File: src/rtl/dmem_arbiter_if.sv
// Requester-side bundle for one port of the data-memory arbiter.
// The requester holds every field steady until gnt rises.
interface dmem_arbiter_if #(
  parameter int AW = 9,
  parameter int DW = 32
);
  logic          req;
  logic          we;
  logic          lock;
  logic [AW-1:0] addr;
  logic [DW-1:0] wdata;
  logic          gnt;
  logic          rvalid;

  modport master (
    output req, we, lock, addr, wdata,
    input  gnt, rvalid
  );

  modport slave (
    input  req, we, lock, addr, wdata,
    output gnt, rvalid
  );
endinterface

File: src/rtl/dmem_arbiter.sv
// Round-robin two-port arbiter for the single-port data memory,
// with a bounded lock for atomic multi-cycle sequences.
module dmem_arbiter #(
  parameter int DM_ADDRESS = 9,
  parameter int DATA_W     = 32,
  parameter int MAX_LOCK   = 16
) (
  input  logic                  clk,
  input  logic                  rst_n,
  dmem_arbiter_if.slave         p0,
  dmem_arbiter_if.slave         p1,
  output logic [DATA_W-1:0]     rdata,
  output logic                  lock_err,
  output logic                  MemRead,
  output logic                  MemWrite,
  output logic [DM_ADDRESS-1:0] a,
  output logic [DATA_W-1:0]     wd,
  input  logic [DATA_W-1:0]     rd
);

  localparam int CW = $clog2(MAX_LOCK + 1);

  typedef enum logic [1:0] {
    ARB   = 2'd0,
    LOCK0 = 2'd1,
    LOCK1 = 2'd2
  } state_t;

  state_t        r_state;
  state_t        w_state_nx;
  logic [CW-1:0] r_cnt;
  logic [CW-1:0] w_cnt_nx;
  logic          r_rr_last;
  logic          w_rr_nx;
  logic          r_rv0;
  logic          r_rv1;
  logic          r_err;
  logic          w_err_nx;
  logic          w_gnt0;
  logic          w_gnt1;
  logic          w_own;
  logic          w_own_lock;

  always_comb begin
    w_gnt0 = 1'b0;
    w_gnt1 = 1'b0;
    if (rst_n) begin
      unique case (r_state)
        ARB: begin
          if (p0.req && p1.req) begin
            w_gnt0 = r_rr_last;
            w_gnt1 = ~r_rr_last;
          end else begin
            w_gnt0 = p0.req;
            w_gnt1 = p1.req;
          end
        end
        LOCK0: w_gnt0 = p0.req;
        LOCK1: w_gnt1 = p1.req;
        default: ;
      endcase
    end
  end

  always_comb begin
    MemRead  = 1'b0;
    MemWrite = 1'b0;
    a        = '0;
    wd       = '0;
    unique case (1'b1)
      w_gnt0: begin
        MemRead  = ~p0.we;
        MemWrite = p0.we;
        a        = p0.addr;
        wd       = p0.wdata;
      end
      w_gnt1: begin
        MemRead  = ~p1.we;
        MemWrite = p1.we;
        a        = p1.addr;
        wd       = p1.wdata;
      end
      default: ;
    endcase
  end

  assign w_own      = (r_state == LOCK1);
  assign w_own_lock = w_own ? p1.lock : p0.lock;

  // r_cnt = locked cycles already completed, entry cycle included
  always_comb begin
    w_state_nx = r_state;
    w_cnt_nx   = r_cnt;
    w_rr_nx    = r_rr_last;
    w_err_nx   = 1'b0;
    if (w_gnt0) begin
      w_rr_nx = 1'b0;
    end else if (w_gnt1) begin
      w_rr_nx = 1'b1;
    end
    unique case (r_state)
      ARB: begin
        if (w_gnt0 && p0.lock) begin
          w_state_nx = LOCK0;
          w_cnt_nx   = CW'(1);
        end else if (w_gnt1 && p1.lock) begin
          w_state_nx = LOCK1;
          w_cnt_nx   = CW'(1);
        end
      end
      LOCK0, LOCK1: begin
        if (!w_own_lock) begin
          w_state_nx = ARB;
          w_cnt_nx   = '0;
        end else if (r_cnt == CW'(MAX_LOCK - 1)) begin
          w_state_nx = ARB;
          w_cnt_nx   = '0;
          w_err_nx   = 1'b1;
          w_rr_nx    = w_own;
        end else begin
          w_cnt_nx = r_cnt + 1'b1;
        end
      end
      default: w_state_nx = ARB;
    endcase
  end

  always_ff @(posedge clk) begin
    if (!rst_n) begin
      r_state   <= ARB;
      r_cnt     <= '0;
      r_rr_last <= 1'b1;
      r_rv0     <= 1'b0;
      r_rv1     <= 1'b0;
      r_err     <= 1'b0;
    end else begin
      r_state   <= w_state_nx;
      r_cnt     <= w_cnt_nx;
      r_rr_last <= w_rr_nx;
      r_rv0     <= w_gnt0 & ~p0.we;
      r_rv1     <= w_gnt1 & ~p1.we;
      r_err     <= w_err_nx;
    end
  end

  assign p0.gnt    = w_gnt0;
  assign p1.gnt    = w_gnt1;
  assign p0.rvalid = r_rv0;
  assign p1.rvalid = r_rv1;
  assign rdata     = rd;
  assign lock_err  = r_err;

endmodule

File: src/flat_wrapper.sv
// flat-port wrapper written by rule: the top's interface ports become plain ports
module dmem_arbiter_flat 
#(
  parameter int DM_ADDRESS = 9,
  parameter int DATA_W     = 32,
  parameter int MAX_LOCK   = 16
)
  (clk, rst_n, rdata, lock_err, MemRead, MemWrite, a, wd, rd, p0_req, p0_we, p0_lock, p0_addr, p0_wdata, p0_gnt, p0_rvalid, p1_req, p1_we, p1_lock, p1_addr, p1_wdata, p1_gnt, p1_rvalid);
  dmem_arbiter_if #(.AW((9)), .DW((32))) p0_i ();
  dmem_arbiter_if #(.AW((9)), .DW((32))) p1_i ();
  input  logic clk;
  input  logic rst_n;
  output logic [DATA_W-1:0] rdata;
  output logic lock_err;
  output logic MemRead;
  output logic MemWrite;
  output logic [DM_ADDRESS-1:0] a;
  output logic [DATA_W-1:0] wd;
  input  logic [DATA_W-1:0] rd;
  input wire logic [$bits(p0_i.req)-1:0] p0_req;
  input wire logic [$bits(p0_i.we)-1:0] p0_we;
  input wire logic [$bits(p0_i.lock)-1:0] p0_lock;
  input wire logic [$bits(p0_i.addr)-1:0] p0_addr;
  input wire logic [$bits(p0_i.wdata)-1:0] p0_wdata;
  output wire logic [$bits(p0_i.gnt)-1:0] p0_gnt;
  output wire logic [$bits(p0_i.rvalid)-1:0] p0_rvalid;
  input wire logic [$bits(p1_i.req)-1:0] p1_req;
  input wire logic [$bits(p1_i.we)-1:0] p1_we;
  input wire logic [$bits(p1_i.lock)-1:0] p1_lock;
  input wire logic [$bits(p1_i.addr)-1:0] p1_addr;
  input wire logic [$bits(p1_i.wdata)-1:0] p1_wdata;
  output wire logic [$bits(p1_i.gnt)-1:0] p1_gnt;
  output wire logic [$bits(p1_i.rvalid)-1:0] p1_rvalid;
  assign p0_i.req = p0_req;
  assign p0_i.we = p0_we;
  assign p0_i.lock = p0_lock;
  assign p0_i.addr = p0_addr;
  assign p0_i.wdata = p0_wdata;
  assign p0_gnt = p0_i.gnt;
  assign p0_rvalid = p0_i.rvalid;
  assign p1_i.req = p1_req;
  assign p1_i.we = p1_we;
  assign p1_i.lock = p1_lock;
  assign p1_i.addr = p1_addr;
  assign p1_i.wdata = p1_wdata;
  assign p1_gnt = p1_i.gnt;
  assign p1_rvalid = p1_i.rvalid;
  dmem_arbiter #(.DM_ADDRESS(DM_ADDRESS), .DATA_W(DATA_W), .MAX_LOCK(MAX_LOCK)) u_core (.clk(clk), .rst_n(rst_n), .p0(p0_i), .p1(p1_i), .rdata(rdata), .lock_err(lock_err), .MemRead(MemRead), .MemWrite(MemWrite), .a(a), .wd(wd), .rd(rd));
endmodule
File: config.mk
export PLATFORM = sky130hd
export DESIGN_NAME = dmem_arbiter_flat
export DESIGN_NICKNAME = d
export VERILOG_FILES = /design/src/rtl/dmem_arbiter_if.sv /design/src/rtl/dmem_arbiter.sv /design/src/flat_wrapper.sv
export SDC_FILE = /design/constraint.sdc
export NUM_CORES = 1
export LEC_CHECK = 0
export CORE_AREA = 2 2 78 80
export DETAILED_ROUTE_END_ITERATION = 8
export DIE_AREA = 0 0 80 82
export PLACE_DENSITY = 0.79
export SLEW_MARGIN = 10
export SYNTH_ARGS = -nofsm -noshare
export SYNTH_HDL_FRONTEND = slang
export SYNTH_SLANG_ARGS = --single-unit
File: constraint.sdc
create_clock -name clk -period 3.95 [get_ports clk]
set_input_delay 0.79 -clock clk [delete_from_list [all_inputs] [get_ports clk]]
set_output_delay 0.79 -clock clk [all_outputs]
set_load 0.05 [all_outputs]
==> impl_metrics.yaml, run 1 <==
sta:
  rsz0062_at_grt: "no"
  min_period_ns: 3.41
  max_slew_margin: 0.655
  fmaxAchievable_mhz: 294
  worst_slew_pin_slew_ns: 0.516
  finalSetupViolCount: 0
  fin_setup_tns_ns: 0
  fin_crit_sh: 0.862
  slew_violations: 0
  fin_skew_ns: 0.00142
  hold_viol_final: 0
place:
  dp_hpwl_um: 4610
  gp_congestion: 0.891
  io_buffer_count: 137
yosys:
  synth_cell_types: 38
  synth_area_um2: 1310
  synth_fp_nets: 282
  synth_cells: 155
  yosysSeqAreaShare: 0.168
  yosys_warnings: 0
  synth-seq-cells: 11
  syn_avg_cell_area_um2: 8.47
clock_network:
  postCtsSetupBuffers: 0
  path_clk_slew_ns: 0.05
  cts_buffers: 3
  cts.repair.resized: 0
  htreeDepth: 1
  cts_buffer_depth: 2
  cts_sinks: 11
  root_buffer: "clkbuf_8"
  cts_hold_buffers: 0
  clk_latency_ns: 0.24
  cts_tree: "done"
finish:
  final_util: 0.527
  final_nets: 386
  num_antenna_cells: 0
  final_layout_size_suffix_gt1_frac: 0.233
  num-fill-cells: 512
  areaGrowthSynthToFinish_pct: 131
critical_path:
  rrSetupSlack_ns: 2.08
  critical_path_arrival_ns: 2.62
  max_stage_delay_ns: 0.47
  r2r-start: "u_core.r_state[0]"
  start_kind: "primary input"
  critPathSlowestCell: "clkdlybuf4s50_1"
  reg2reg_depth: 6
  critical_path_class: "in2out"
  crit_fanout: 31
  path_delay_family: "buffers and inverters"
  cp_common_cell: "buf_12"
  required_ns: 3.16
  r2r-end: "u_core.r_cnt[3]"
  end_kind: "primary output"
  path_cells: "clkdlybuf4s50_1 -> nand2b_1 -> a21oi_1 -> or2_2 -> inv_2 -> buf_12 -> a22o_1 -> buf_12"
  crit_buf_inv: 4
grt:
  track_usage: 0.153
  grt_pass1_vias: 1548
  antenna_found_initial: 0
  grt-ovfl-total: 0
  grt_pass1_wl_um: 7940
  grt_max_degree: 32
floorplan:
  start_util: 0.228
  io_pins: 202
  rows: 28
  dieArea_um2: 6560
  fp.coreArea_um2: 5750
  die_y_um: 82
  die_w_um: 80
routing:
  drc: 0
  vias_per_cell: 4.85
  dr.pass1.iters: 4
  wl_per_cell_um: 17.2
  ant_nets: 0
  drt-total-wl_um: 5740
  drtIter0Drc: 29
  via_count: 1614
hold_path:
  hold_depth: 2
  hold_start: "u_core.r_cnt[4]"
  whs_endpoint: "u_core.r_cnt[4]"
  hp-class: "reg2reg"
run:
  drv_cap: 0
pwr:
  leakagePower_uw: 0.00121
  ir_worst_vdd_mv: 0.273
  finalPower_uw: 1440
  pwr_density_cell_nw_per_um2: 476
status:
  status: "completed"
==> logic make-up after synthesis <==
| logic type | Yosys count | share of synthesized area |
|---|---|---|
| adders and majority gates | 5 | 0.0477 |
| DFF | 11 | 0.168 |
| muxes | 4 | 0.0315 |
| buffers and inverters | 47 | 0.234 |
| and+or+nand+nor | 26 | 0.109 |
| AOI/OAI and AO/OA | 62 | 0.410 |
==> metal layers <==
layer,part of all wire,vias to the layer above,routed length (um),GRT usage
met4,0.0089,0,51,0.0339
li1,-,772,-,-
met2,0.51,82,2950,0.275
met3,0.099,11,567,0.0549
met5,0,-,0,0
met1,0.38,749,2180,0.174
==> power by group <==
group	total (uW)	leakage, uW	internal, uW	switching, uW
registers	143	0.0000896	127	15.6
clock network	117	0.0000228	71.2	46.2
logic	1180	0.00109	564	616
==> state kept, by name (all words and copies together) (netlist names) <==
| name | count |
|---|---|
| u_core.r_cnt | 5 |
| u_core.r_rr_last | 1 |
| u_core.r_state | 2 |
| u_core.lock_err | 1 |
| u_core.p1.rvalid | 1 |
| u_core.p0.rvalid | 1 |
==> cell usage in the layout (no fill, tap or decap), types with 2 or more instances in the layout <==
master and n:
buf_4 3, a22o_1 42, ha_1 5, a21oi_1 4
nor2_1 2, o21a_1 2, a221o_1 2, nand2_1 7
o211a_1 2, clkdlybuf4s50_1 92, buf_12 46, dfxtp_1 11
nand3_1 3, clkbuf_8 3, nor3_1 2, mux2i_1 3
and2_1 2, inv_1 4, nand2b_1 2
==> metrics by stage <==
step           setup slack [ns]  cells  hold WS, ns  instance area [um2]
2_1_floorplan              1.04    155        0.408                 1310
5_1_grt                   0.416    333        0.439                 3030
3_3_place_gp              0.552    329        0.415                 2980
6_report                  0.544    333        0.426                 3030
3_5_place_dp              0.531    329        0.420                 2980
4_1_cts                   0.510    333        0.428                 3030
==> worst min-delay path: stages (launching register included) <==
cell and delay, ns:
dfxtp_1 0.30, nand2_1 0.05, a21oi_1 0.03
==> worst max-delay path by stage <==
stage	cells after the start	slack (ns)	startpoint	end
floorplan	6	1.04	p1_req	wd[13]
global placement	8	0.55	p1_req	wd[7]
detailed placement	8	0.53	p1_req	wd[7]
CTS	8	0.51	p1_req	wd[7]
global route	8	0.42	p1_req	wd[7]
finish	8	0.54	p1_req	wd[7]
==> area by class of cell <==
| class | count | area (um2) | share of cell area |
|---|---|---|---|
| clock buffers | 4 | 45.0 | 0.0149 |
| repair buffers | 141 | 1860 | 0.616 |
| inverters | 5 | 18.8 | 0.00620 |
| well taps | 75 | 93.8 | 0.0310 |
| multi-input cells | 97 | 785 | 0.259 |
| flip-flops and latches | 11 | 220 | 0.0728 |
==> synthesized netlist by cell type <==
| cell type | n | area share |
|---|---|---|
| nor3b_1 | 1 | 0.0057 |
| inv_2 | 1 | 0.0029 |
| or2_2 | 1 | 0.0048 |
| o32ai_1 | 1 | 0.0067 |
| a2111oi_0 | 1 | 0.0067 |
| a221o_1 | 2 | 0.015 |
| a31o_2 | 1 | 0.0067 |
| inv_1 | 4 | 0.011 |
| and3_1 | 1 | 0.0048 |
| o21bai_1 | 1 | 0.0057 |
| nand2_1 | 7 | 0.020 |
| dfxtp_1 | 11 | 0.17 |
| nor3_1 | 2 | 0.0076 |
| a22o_1 | 42 | 0.28 |
| nor4_1 | 1 | 0.0048 |
| and2_1 | 2 | 0.0095 |
| buf_2 | 9 | 0.034 |
| a32o_1 | 1 | 0.0076 |
| nor2_1 | 2 | 0.0057 |
| o211a_1 | 2 | 0.015 |
| nand2b_1 | 2 | 0.0095 |
| buf_4 | 32 | 0.18 |
| a21oi_1 | 4 | 0.015 |
| a21boi_2 | 1 | 0.0086 |
| mux2i_1 | 3 | 0.023 |
| nor3_2 | 1 | 0.0076 |
| nand4_1 | 1 | 0.0048 |
| clkbuf_1 | 1 | 0.0029 |
| mux2_2 | 1 | 0.0086 |
| o2111ai_2 | 1 | 0.011 |
| o21ai_0 | 1 | 0.0038 |
| nor2b_1 | 1 | 0.0048 |
| o21a_1 | 2 | 0.011 |
| ha_1 | 5 | 0.048 |
| o311ai_0 | 1 | 0.0067 |
| o221a_2 | 1 | 0.0086 |
| nand3_1 | 3 | 0.011 |
| and4b_1 | 1 | 0.0076 |
No activity file was read; power rests on OpenSTA's default activity.
==> run 2, diff against run 1 <==
--- a/config.mk
+++ b/config.mk
@@ -6,6 +6,7 @@
 export NUM_CORES = 1
 export LEC_CHECK = 0
 export CORE_AREA = 2 2 78 80
+export CTS_BUF_LIST = sky130_fd_sc_hd__clkbuf_4
 export DETAILED_ROUTE_END_ITERATION = 8
 export DIE_AREA = 0 0 80 82
 export PLACE_DENSITY = 0.79
==> constraint.sdc (replaced) <==
create_clock -name clk -period 4.1 [get_ports clk]
set_input_delay 0.82 -clock clk [delete_from_list [all_inputs] [get_ports clk]]
set_output_delay 0.82 -clock clk [all_outputs]
set_load 0.05 [all_outputs]
==> run 2 against run 1 <==
Die area stayed put; sequential cell count stayed put; global-route usage is 0.16 points higher; critical endpoint unchanged; sequential power is 4% lower.
==> impl_metrics.yaml, run 2 (synthesis gave the netlist of run 1 again) <==
status:
  status: "completed"
pwr:
  ir_worst_vdd_mv: 0.288
  switching_power_uw: 649
  p_seq_frac: 0.101
  power.share.clock: 0.062
  cell_internal_pwr_uw: 710
  switching_share: 0.478
  pwr-share-comb: 0.837
  pwr_density_cell_nw_per_um2: 451
  leakagePower_uw: 0.00120
clock_network:
  htreeDepth: 1
  path_clk_slew_ns: 0.07
  root_buffer: "clkbuf_4"
  clk_latency_ns: 0.28
  cts_tree: "done"
  cts.repair.resized: 0
  postCtsSetupBuffers: 0
  cts_hold_buffers: 0
  cts_buffers: 3
  cts_sinks: 11
  cts_buffer_depth: 2
place:
  gp_congestion: 0.891
  io_buffer_count: 137
  dp_hpwl_um: 4610
sta:
  worst_slew_pin_slew_ns: 0.516
  rsz0062_at_grt: "no"
  slew_violations: 0
  min_period_ns: 3.47
  fin_skew_ns: 0.00454
  hold_viol_final: 0
  max_slew_margin: 0.655
  fin_crit_sh: 0.846
  finalSetupViolCount: 0
  fmaxAchievable_mhz: 288
  fin_setup_tns_ns: 0
finish:
  num_antenna_cells: 0
  regMostFlops: "u_core.r_cnt"
  final_util: 0.524
  layout_commonest_cell: "clkdlybuf4s50_1"
  final_cell_mix: "clkdlybuf4s50_1, buf_12, a22o_1, dfxtp_1, nand2_1"
  areaGrowthSynthToFinish_pct: 129
  largest_reg_flops: 5
  final_layout_size_suffix_gt1_frac: 0.236
  reg.largest.list: "u_core.r_cnt: 5 flops, u_core.r_state: 2 flops"
  final_nets: 386
  num-fill-cells: 514
floorplan:
  rows: 28
  die_y_um: 82
  fp.coreArea_um2: 5750
  die_w_um: 80
  dieArea_um2: 6560
  io_pins: 202
  start_util: 0.228
routing:
  via_count: 1624
  drt-total-wl_um: 5750
  drtIter0Drc: 28
  vias_per_cell: 4.88
  ant_nets: 0
  wl_per_cell_um: 17.3
  drc: 0
  dr.pass1.iters: 4
grt:
  grt-ovfl-total: 0
  grt_max_degree: 32
  grt_pass1_wl_um: 7940
  track_usage: 0.155
  antenna_found_initial: 0
  grt_pass1_vias: 1550
critical_path:
  end_kind: "primary output"
  critical_path_class: "in2out"
  required_ns: 3.28
  crit_fanout: 31
  critical_path_arrival_ns: 2.65
  start_kind: "primary input"
hold_path:
  hp-class: "reg2reg"
run:
  drv_cap: 0
-- run 2: cell count changes in the layout (fill, tap and decap cells not counted) --
| cell | change |
|---|---|
| clkbuf_4 | +4 |
| clkbuf_8 | -3 |
| clkbuf_1 | -1 |
-- run 2: worst max-delay path, cell delays in order --
cell and delay [ns]:
clkdlybuf4s50_1 0.47, nand2b_1 0.11, a21oi_1 0.06, or2_2 0.32, inv_2 0.26, buf_12 0.22
a22o_1 0.22, buf_12 0.15
-- run 2: area by class of cell --
class	instances	area (um2)	share of cell area
clock buffer	4	30.0	0.00997
sequential	11	220	0.0731
inverter	5	18.8	0.00623
multi-input combinational	97	785	0.260
timing repair buffer	141	1860	0.619
tap	75	93.8	0.0312
-- run 2: path summary, 6_finish.rpt --
check                                       start               to  slack (ns)  depth (start not counted)
worst max-delay path                       p1_req            wd[7]        0.63                          8
worst max register to register  u_core.r_state[0]  u_core.r_cnt[3]        2.22                          6
worst min register to register    u_core.r_cnt[4]  u_core.r_cnt[4]        0.43                          2
worst min-delay path              u_core.r_cnt[4]  u_core.r_cnt[4]        0.43                          2
-- run 2: power by group through the flow --
stage	combinational, uW	clock (uW)	sequential [uW]
after floorplan	660	0	143
after global placement	1130	0	138
after detailed placement	1140	0	138
after CTS	1140	87.0	136
after global routing	1190	93.2	138
final	1140	84.2	137
-- run 2: routing by layer --
layer / track usage / part of all wire / vias to the layer above
met5: 0 / 0 / -
met1: 0.175 / 0.38 / 749
met2: 0.272 / 0.51 / 87
met4: 0.0492 / 0.013 / 0
li1: - / - / 773
met3: 0.0549 / 0.099 / 15
-- run 2: stage by stage --
stage               hold WS (ns)  cell area (um2)  total power, uW  setup WS (ns)  cells
floorplan                  0.408             1310              803           1.13    155
global placement           0.415             2980             1270          0.642    329
detailed placement         0.420             2980             1280          0.621    329
CTS                        0.430             3010             1370          0.600    333
global route               0.443             3010             1420          0.506    333
finish                     0.429             3010             1360          0.632    333
==> run 3, diff against run 2 <==
--- a/config.mk
+++ b/config.mk
@@ -5,10 +5,11 @@
 export SDC_FILE = /design/constraint.sdc
 export NUM_CORES = 1
 export LEC_CHECK = 0
-export CORE_AREA = 2 2 78 80
+export CORE_ASPECT_RATIO = 0.8
+export CORE_MARGIN = 1.5
+export CORE_UTILIZATION = 23
 export CTS_BUF_LIST = sky130_fd_sc_hd__clkbuf_4
 export DETAILED_ROUTE_END_ITERATION = 8
-export DIE_AREA = 0 0 80 82
 export PLACE_DENSITY = 0.79
 export SLEW_MARGIN = 10
 export SYNTH_ARGS = -nofsm -noshare
==> constraint.sdc (replaced) <==
create_clock -name clk -period 3.4 [get_ports clk]
set_input_delay 0.68 -clock clk [delete_from_list [all_inputs] [get_ports clk]]
set_output_delay 0.68 -clock clk [all_outputs]
set_load 0.05 [all_outputs]
==> run 3 against run 2 <==
Sequential power grew 20%; die area shrank 5.9%; clock skew shrank 0.0023 ns; wire length shrank 3.3%; non-clock buffer count is the same; final cell count grew 0.90%; global-route usage grew 1.2 points.
==> impl_metrics.yaml, run 3 (synthesis gave the netlist of run 1 again) <==
routing:
  wl_per_cell_um: 16.5
  drt-total-wl_um: 5560
  drc: 0
  via_count: 1632
  dr.pass1.iters: 4
  drtIter0Drc: 52
  vias_per_cell: 4.86
  ant_nets: 0
finish:
  final_util: 0.554
  largest_reg_flops: 5
  layout_commonest_cell: "clkdlybuf4s50_1"
  final_cell_mix: "clkdlybuf4s50_1, buf_12, a22o_1, dfxtp_1, nand2_1"
  areaGrowthSynthToFinish_pct: 131
  final_layout_size_suffix_gt1_frac: 0.236
  regMostFlops: "u_core.r_cnt"
  reg.largest.list: "u_core.r_cnt: 5 flops, u_core.r_state: 2 flops"
  final_cells: 336
  num_antenna_cells: 0
  final_nets: 386
sta:
  fin_crit_sh: 0.892
  slew_violations: 0
  fin_ws_ns: 0.367
  hold_viol_final: 0
  finalSetupViolCount: 0
  min_period_ns: 3.03
  fin_skew_ns: 0.00224
  max_slew_margin: 0.656
  rsz0062_at_grt: "no"
  fin_setup_tns_ns: 0
  fmaxAchievable_mhz: 330
  worst_slew_pin_slew_ns: 0.514
pwr:
  pwr_density_cell_nw_per_um2: 542
  finalPower_uw: 1640
  leakagePower_uw: 0.00121
  ir_worst_vdd_mv: 0.213
floorplan:
  start_util: 0.240
  dieArea_um2: 6170
  die_y_um: 70.6
  fp.coreArea_um2: 5470
  rows: 24
  io_pins: 202
  die_w_um: 87.5
critical_path:
  critPathSlowestCell: "clkdlybuf4s50_1"
  required_ns: 2.72
  cp_common_cell: "buf_12"
  critical_path_class: "in2out"
  end_kind: "primary output"
  start_kind: "primary input"
  crit_fanout: 42
  path_cells: "clkdlybuf4s50_1 -> nand2b_1 -> a21oi_1 -> or2_2 -> inv_2 -> buf_12 -> a22o_1 -> buf_12"
  max_stage_delay_ns: 0.47
  critical_path_arrival_ns: 2.35
clock_network:
  cts_hold_buffers: 0
  cts_buffers: 3
  root_buffer: "clkbuf_4"
  cts_tree: "done"
  cts.repair.resized: 0
  postCtsSetupBuffers: 0
  htreeDepth: 1
  cts_buffer_depth: 2
  path_clk_slew_ns: 0.07
  cts_sinks: 11
  clk_latency_ns: 0.27
grt:
  grt_pass1_wl_um: 8110
  grt_max_degree: 43
  antenna_found_initial: 0
  grt_pass1_vias: 1607
  grt-ovfl-total: 0
  track_usage: 0.167
place:
  io_buffer_count: 137
  pre_cts_slack_ns: 0.361
  gp_congestion: 0.812
  dp_hpwl_um: 4610
  dp.cells: 332
hold_path:
  hp-class: "reg2reg"
status:
  status: "completed"
run:
  drv_cap: 0
==> run 3: stage by stage <==
| stage | instance area [um2] | hold slack (ns) |
|---|---|---|
| detailed placement | 3000 | 0.429 |
| floorplan | 1310 | 0.408 |
| CTS | 3030 | 0.441 |
| global placement | 3000 | 0.417 |
| finish | 3030 | 0.439 |
| global route | 3030 | 0.465 |
==> run 3: layout make-up <==
| class | count | area (um2) |
|---|---|---|
| Clock buffer | 4 | 30.0 |
| Fill cell | 483 | 2440 |
| Inverter | 5 | 18.8 |
| Multi-Input combinational cell | 97 | 785 |
| Sequential cell | 11 | 220 |
| Tap cell | 78 | 97.6 |
| Timing Repair Buffer | 141 | 1880 |
==> run 3: path summary, 6_finish.rpt <==
kind / depth (start not counted) / start / to / slack (ns)
hold / removal: 2 / u_core.r_cnt[4] / u_core.r_cnt[4] / 0.44
setup reg to reg: 6 / u_core.r_state[0] / u_core.r_cnt[3] / 1.53
setup / recovery: 8 / p1_req / wd[31] / 0.37
hold reg to reg: 2 / u_core.r_cnt[4] / u_core.r_cnt[4] / 0.44
==> run 3: worst max-delay path, delay by kind of cell <==
kind | cells | cell delay [ns]
buf+inv | 4 | 0.94
simple gates | 2 | 0.42
compound gates | 2 | 0.30
==> run 3: power by group <==
part | switching [uW] | internal, uW
clock | 44.0 | 53.4
sequential | 17.7 | 148
combinational | 716 | 662
==> run 3: metal layers <==
layer | up-vias | routed length [um] | GRT usage
met5 | - | 0 | 0
met4 | 0 | 82 | 0.0300
met3 | 6 | 488 | 0.0595
met2 | 92 | 2800 | 0.300
met1 | 763 | 2180 | 0.190
li1 | 771 | - | -
